`config.mk`:
```
export PLATFORM = sky130hd
export DESIGN_NAME = ddr4_read_arbiter
export DESIGN_NICKNAME = d
export VERILOG_FILES = /design/src/rtl/ddr4_rd_pkg.sv /design/src/rtl/rd_order_fifo.sv /design/src/rtl/ddr4_read_arbiter.sv
export SDC_FILE = /design/constraint.sdc
export NUM_CORES = 1
export LEC_CHECK = 0
export CAP_MARGIN = 20
export CORE_AREA = 4 4 474 476
export DETAILED_ROUTE_END_ITERATION = 10
export DIE_AREA = 0 0 478 480
export GPL_ROUTABILITY_DRIVEN = 0
export SLEW_MARGIN = 20
export SYNTH_ARGS = -nofsm -noshare
export SYNTH_HDL_FRONTEND = slang
export SYNTH_SLANG_ARGS = --single-unit
```
`constraint.sdc`:
```
create_clock -name clk -period 3.7 [get_ports clk]
set_clock_uncertainty 0.15 [all_clocks]
set_input_delay 0.74 -clock clk [delete_from_list [all_inputs] [get_ports clk]]
set_output_delay 0.74 -clock clk [all_outputs]
set_load 0.005 [all_outputs]
```
`src/rtl/ddr4_rd_pkg.sv`:
```
// Shared definitions for the DDR4 read-port arbiter.
//   - Fixed AXI AR attributes for single-beat 64-byte reads.
//   - Default base addresses of the read regions used by the clients.
//   - Helper that sizes a client-index field for a given client count.
package ddr4_rd_pkg;

  localparam logic [7:0]  ARLEN_SINGLE = 8'd0;
  localparam logic [2:0]  ARSIZE_64B   = 3'b110;
  localparam logic [1:0]  ARBURST_INCR = 2'b01;

  localparam logic [31:0] X00_BASE     = 32'h0030_0000;
  localparam logic [31:0] P00_BASE     = 32'h0040_0000;

  // Width of a client-index field; never narrower than one bit.
  function automatic int req_idx_w(input int n_req);
    return (n_req > 1) ? $clog2(n_req) : 1;
  endfunction

endpackage

```
`src/rtl/rd_order_fifo.sv`:
```
// In-order tracking FIFO of granted client indices.
// Each AR grant pushes the client index; each returned R beat pops the head,
// so the head always names the client that owns the next beat.
// Ports:
//   clk, rst       clock, synchronous active-high reset (clears pointers/count)
//   push, push_idx write a client index at the tail
//   pop            drop the head entry
//   head_idx       client index at the head (meaningful only when !empty)
//   count          number of stored entries, 0..DEPTH
//   empty          count == 0
module rd_order_fifo
  import ddr4_rd_pkg::*;
#(
  parameter  int DEPTH = 4,
  parameter  int IDX_W = 2,
  localparam int PTR_W = $clog2(DEPTH),
  localparam int CNT_W = PTR_W + 1
) (
  input  logic             clk,
  input  logic             rst,
  input  logic             push,
  input  logic [IDX_W-1:0] push_idx,
  input  logic             pop,
  output logic [IDX_W-1:0] head_idx,
  output logic [CNT_W-1:0] count,
  output logic             empty
);

  logic [IDX_W-1:0] mem [DEPTH];
  logic [PTR_W-1:0] wr_ptr;
  logic [PTR_W-1:0] rd_ptr;

  // Storage carries data only, so it is left out of reset.
  always_ff @(posedge clk) begin
    if (push) mem[wr_ptr] <= push_idx;
  end

  // DEPTH is a power of two, so pointers wrap by natural overflow.
  always_ff @(posedge clk) begin
    if (rst) begin
      wr_ptr <= '0;
      rd_ptr <= '0;
      count  <= '0;
    end else begin
      if (push) wr_ptr <= wr_ptr + 1'b1;
      if (pop)  rd_ptr <= rd_ptr + 1'b1;
      case ({push, pop})
        2'b10:   count <= count + 1'b1;
        2'b01:   count <= count - 1'b1;
        default: count <= count;
      endcase
    end
  end

  assign head_idx = mem[rd_ptr];
  assign empty    = (count == '0);

endmodule

```
`src/rtl/ddr4_read_arbiter.sv`:
```
// Shares the single-beat 512-bit DDR4 AXI read port between N_REQ clients.
// AR requests are granted round-robin, one per cycle at most, and the granted
// client index is queued so R beats are steered back in issue order with up
// to OUTSTANDING reads in flight.
// Ports:
//   clk, rst                       clock, synchronous active-high reset
//   req_araddr/arvalid/arready     per-client AR channel (arready one-hot/zero)
//   req_rdata/rvalid/rready        per-client R channel (data broadcast)
//   axi_ar*                        DDR4 AR channel (single-beat INCR, 64 B)
//   axi_rdata/rvalid/rready        DDR4 R channel
//   busy                           reads in flight or AR pending
//   err_unexp_r                    sticky: R beat with nothing outstanding
module ddr4_read_arbiter
  import ddr4_rd_pkg::*;
#(
  parameter int N_REQ       = 4,
  parameter int OUTSTANDING = 4,
  parameter int ADDR_W      = 32,
  parameter int DATA_W      = 512
) (
  input  logic                          clk,
  input  logic                          rst,
  input  logic [N_REQ-1:0][ADDR_W-1:0]  req_araddr,
  input  logic [N_REQ-1:0]              req_arvalid,
  output logic [N_REQ-1:0]              req_arready,
  output logic [DATA_W-1:0]             req_rdata,
  output logic [N_REQ-1:0]              req_rvalid,
  input  logic [N_REQ-1:0]              req_rready,
  output logic [ADDR_W-1:0]             axi_araddr,
  output logic [7:0]                    axi_arlen,
  output logic [2:0]                    axi_arsize,
  output logic [1:0]                    axi_arburst,
  output logic                          axi_arvalid,
  input  logic                          axi_arready,
  input  logic [DATA_W-1:0]             axi_rdata,
  input  logic                          axi_rvalid,
  output logic                          axi_rready,
  output logic                          busy,
  output logic                          err_unexp_r
);

  localparam int IDX_W = req_idx_w(N_REQ);
  localparam int CNT_W = $clog2(OUTSTANDING) + 1;

  typedef logic [IDX_W-1:0] req_idx_t;

  localparam logic [CNT_W-1:0] MAX_CNT  = CNT_W'(OUTSTANDING);
  localparam req_idx_t         LAST_IDX = req_idx_t'(N_REQ - 1);

  req_idx_t         last_grant;
  req_idx_t         cand;
  req_idx_t         gnt_idx;
  logic             gnt_found;
  logic             eligible;
  logic             grant;
  req_idx_t         head_idx;
  logic [CNT_W-1:0] fifo_count;
  logic             fifo_empty;
  logic             pop;

  assign axi_arlen   = ARLEN_SINGLE;
  assign axi_arsize  = ARSIZE_64B;
  assign axi_arburst = ARBURST_INCR;

  // Round-robin search starting one past the last granted client.
  always_comb begin
    cand      = '0;
    gnt_idx   = '0;
    gnt_found = 1'b0;
    for (int i = 1; i <= N_REQ; i++) begin
      cand = req_idx_t'((int'(last_grant) + i) % N_REQ);
      if (!gnt_found && req_arvalid[cand]) begin
        gnt_found = 1'b1;
        gnt_idx   = cand;
      end
    end
  end

  // The registered count already includes a read parked on the AR channel,
  // and a same-cycle pop does not free a slot for a grant.
  assign eligible = (!axi_arvalid || axi_arready) && (fifo_count < MAX_CNT);
  assign grant    = eligible && gnt_found;

  always_comb begin
    req_arready = '0;
    if (grant) req_arready[gnt_idx] = 1'b1;
  end

  always_ff @(posedge clk) begin
    if (rst) begin
      axi_arvalid <= 1'b0;
      axi_araddr  <= '0;
      last_grant  <= LAST_IDX;
      err_unexp_r <= 1'b0;
    end else begin
      if (grant) begin
        axi_araddr  <= req_araddr[gnt_idx];
        axi_arvalid <= 1'b1;
        last_grant  <= gnt_idx;
      end else if (axi_arready) begin
        axi_arvalid <= 1'b0;
      end
      if (fifo_empty && axi_rvalid) err_unexp_r <= 1'b1;
    end
  end

  // R steering follows the FIFO head; nothing is routed when it is empty.
  always_comb begin
    req_rvalid = '0;
    axi_rready = 1'b0;
    if (!fifo_empty) begin
      req_rvalid[head_idx] = axi_rvalid;
      axi_rready           = req_rready[head_idx];
    end
  end

  assign req_rdata = axi_rdata;
  assign pop       = axi_rvalid && axi_rready;
  assign busy      = !fifo_empty || axi_arvalid;

  rd_order_fifo #(
    .DEPTH (OUTSTANDING),
    .IDX_W (IDX_W)
  ) u_order_fifo (
    .clk      (clk),
    .rst      (rst),
    .push     (grant),
    .push_idx (gnt_idx),
    .pop      (pop),
    .head_idx (head_idx),
    .count    (fifo_count),
    .empty    (fifo_empty)
  );

endmodule

```
==> flow_summary_export.csv <==
group,metric,value,unit
run_status,status,"complete, no violations",
global_routing,gr-usage-met1,3.71,%
synth,yosys-top-cells-area,"buf_4 55%, dfxtp_1 12%, mux2i_1 3.9%",
pwr,peakVddDrop,161,uV
clocking,numCtsBuffers,5,
sta,rsz0062_at_grt,"false",
pwr,p_leak,2.28,nW
floorplanning,start_util,3.29,%
clocking,clock_sinks,53,
sta,worstMarginPinSlew,0.776,ns
floorplanning,core_area,221000,um^2
detailed_routing,vias,5113,
layout,num-fill-cells,26200,
placement,placed_cell_area,8970,um^2
sta,drv_slew,0,
synth,seq_area_frac_synth,15.7,%
sta,fin_crit_sh,97.3,%
synth,synth_xor_area_share,0.481,%
sta,slew_headroom,48.2,%
synth,synth-seq-cells,53,
layout,area_delta_synth_final,25.9,%
synth,synth_area,7280,um^2
clocking,clock_latency,0.35,ns
critical_path,end_kind,"output pin",
clocking,htree_levels,2,
synth,synth_ff_type,"dfxtp_1",
clocking,cts_root_buffer,"clkbuf_16",
critical_path,required,2.81,ns
sta,finalCriticalPeriod,3.60,ns
synth,synth_mux_area_share,7.46,%
worst_hold_path,min_path_type,"flop to flop",
global_routing,use_met2,17.2,%
global_routing,grt.busiest_layer,"met3",
detailed_routing,routed_wl,140000,um
global_routing,antenna_found_initial,82,
sta,setup_violations,0,
clocking,cts_tree,"built",
synth,synth_compound_area_share,11.4,%
layout,drive_gt1_share,13.9,%
sta,finalHoldViolCount,0,
global_routing,grt.overflow.total,0,
synth,synthAdderAreaFrac,1.13,%
detailed_routing,initialDrtViolationCount,303,
floorplanning,die_x,478,um
detailed_routing,drtPass1Iterations,4,
synth,yosysTopAreaCell,"buf_4",
global_routing,grt_max_degree,32,
synth,yosys.cell_types.count,47,
synth,synth_top_family_by_area,"buffers and inverters",
pwr,power.density,344,nW/um^2
layout,fin_nets,1198,
synth,avgSynthCellArea,8.39,um^2
detailed_routing,wire_per_inst,39.6,um
detailed_routing,drtAntennaViolNets,0,
synth,ys_async_sr_fraction,0,%
placement,hpwl,133000,um
placement,numPortBuffers,183,
critical_path,cp-start-kind,"primary input",
floorplanning,dieArea,229000,um^2
synth,yosys_warnings,0,
layout,most-common-layout-cells,"178 x clkdlybuf4s50_1, 45 x dfxtp_1, 31 x buf_4",
global_routing,grt_pass1_vias,4956,
synth,synth_edf_count,8,
clocking,ctsHoldBuffers,0,
floorplanning,die_y,480,um
layout,layout_commonest_cell,"clkdlybuf4s50_1",
critical_path,path_max_fanout,6,
critical_path,critical_path_class,"primary input to output pin",
global_routing,grt.met3_usage,22.5,%
floorplanning,rows,173,
layout,final_area,9170,um^2
sta,fin_setup_tns,0,ns
synth,synth_top_area_share,54.6,%
clocking,clockBufferDepth,2,
global_routing,grt_usage,11.6,%
floorplanning,ios,1221,
synth,synthCells,868,
clocking,path_clk_slew,0.08,ns
synth,yosys.area_share.simple,6.58,%
detailed_routing,via_per_inst,1.45,
detailed_routing,drc_errors,0,
global_routing,grt_pass1_wl,151000,um
flow_run,maxCapViolCount,0,
critical_path,arrival,2.71,ns
sta,fmax,278,MHz
==> power by group <==
group / switching, mW / leakage (nW) / internal [mW]
clock: 0.318 / 0.0753 / 0.262
sequential: 0.111 / 0.448 / 0.763
combinational: 0.895 / 1.75 / 0.806
total: 1.32 / 2.28 / 1.83
==> final timing paths <==
kind                                               start                            endpoint  slack, ns  cells past startpoint
worst max-delay path                      req_arvalid[2]                      req_arready[1]       0.10                      8
worst max register to register                      flop  u_order_fifo.count[2]$_SDFFE_PP0P_       0.51                      9
worst min register to register  err_unexp_r$_SDFFE_PP0P_            err_unexp_r$_SDFFE_PP0P_       0.33                      2
worst min-delay path            err_unexp_r$_SDFFE_PP0P_            err_unexp_r$_SDFFE_PP0P_       0.33                      2
==> cells by family (layout without fill, tap and decap cells) <==
family,after synthesis,in the layout
fa+ha+maj,6,6
compound gates,108,108
xor+xnor,4,4
other cells,2,28
flops,53,53
buf+inv,566,228
mux,49,49
simple gates,80,80
==> repair_timing <==
item	4_1_cts	5_1_grt
buffers inserted	0	0
gates resized for setup	1	2
setup endpoints to repair	1	1
==> through the flow <==
step | instances | hold WS, ns | setup WS (ns) | util (%) | total power [mW]
after floorplan | 879 | 0.300 | 0.338 | - | 2.09
after global placement | 3508 | 0.300 | 0.00286 | 4.06 | 2.58
after detailed placement | 3508 | 0.317 | 0.00156 | 4.06 | 2.62
after CTS | 3516 | 0.339 | 0.0802 | 4.13 | 3.25
after global routing | 3526 | 0.383 | 0.0381 | 4.14 | 3.35
final | 3531 | 0.333 | 0.100 | 4.15 | 3.16
==> Yosys cell counts, drive strengths merged (3+ instances only) <==
library cell / instances
nor2b: 3
nor3: 5
o31ai: 19
mux2i: 28
and2: 5
inv: 9
nand3b: 14
nand2: 6
buf: 542
clkbuf: 14
a31oi: 19
edfxtp: 8
o211ai: 20
a21oi: 10
o221ai: 13
dfxtp: 45
mux2: 19
o211a: 19
ha: 5
nor2: 15
nand2b: 24
==> state kept, by name (all words and copies together) (netlist names), named ones only <==
name                 cells
u_order_fifo.mem         8
u_order_fifo.count       3
last_grant               2
u_order_fifo.wr_ptr      2
axi_araddr              32
err_unexp_r              1
u_order_fifo.rd_ptr      2
axi_arvalid              1
==> cell type report <==
type / count / area [um^2] / share of cell area (%)
clock inverter: 3 / 26.3 / 0.287
multi-input combinational: 260 / 2050 / 22.4
clock buffer: 5 / 125 / 1.37
antenna: 15 / 37.5 / 0.410
inverter: 10 / 38.8 / 0.423
tap: 2975 / 3720 / 40.6
timing repair buffer: 210 / 2020 / 22.0
sequential: 53 / 1140 / 12.5
==> layer usage <==
metal | share of wire, % | vias up
li1 | - | 1711
met1 | 11 | 1954
met2 | 41 | 1013
met3 | 41 | 379
met4 | 5.8 | 56
met5 | 0.38 | -
==> worst max-delay path: stages <==
cell and delay [ns]:
clkdlybuf4s50_1 0.48, or4_1 0.54, buf_4 0.18, and3_1 0.23, clkinv_2 0.07, buf_4 0.20, nor3_1 0.07, buf_4 0.17
No activity file was read; power rests on OpenSTA's default activity.
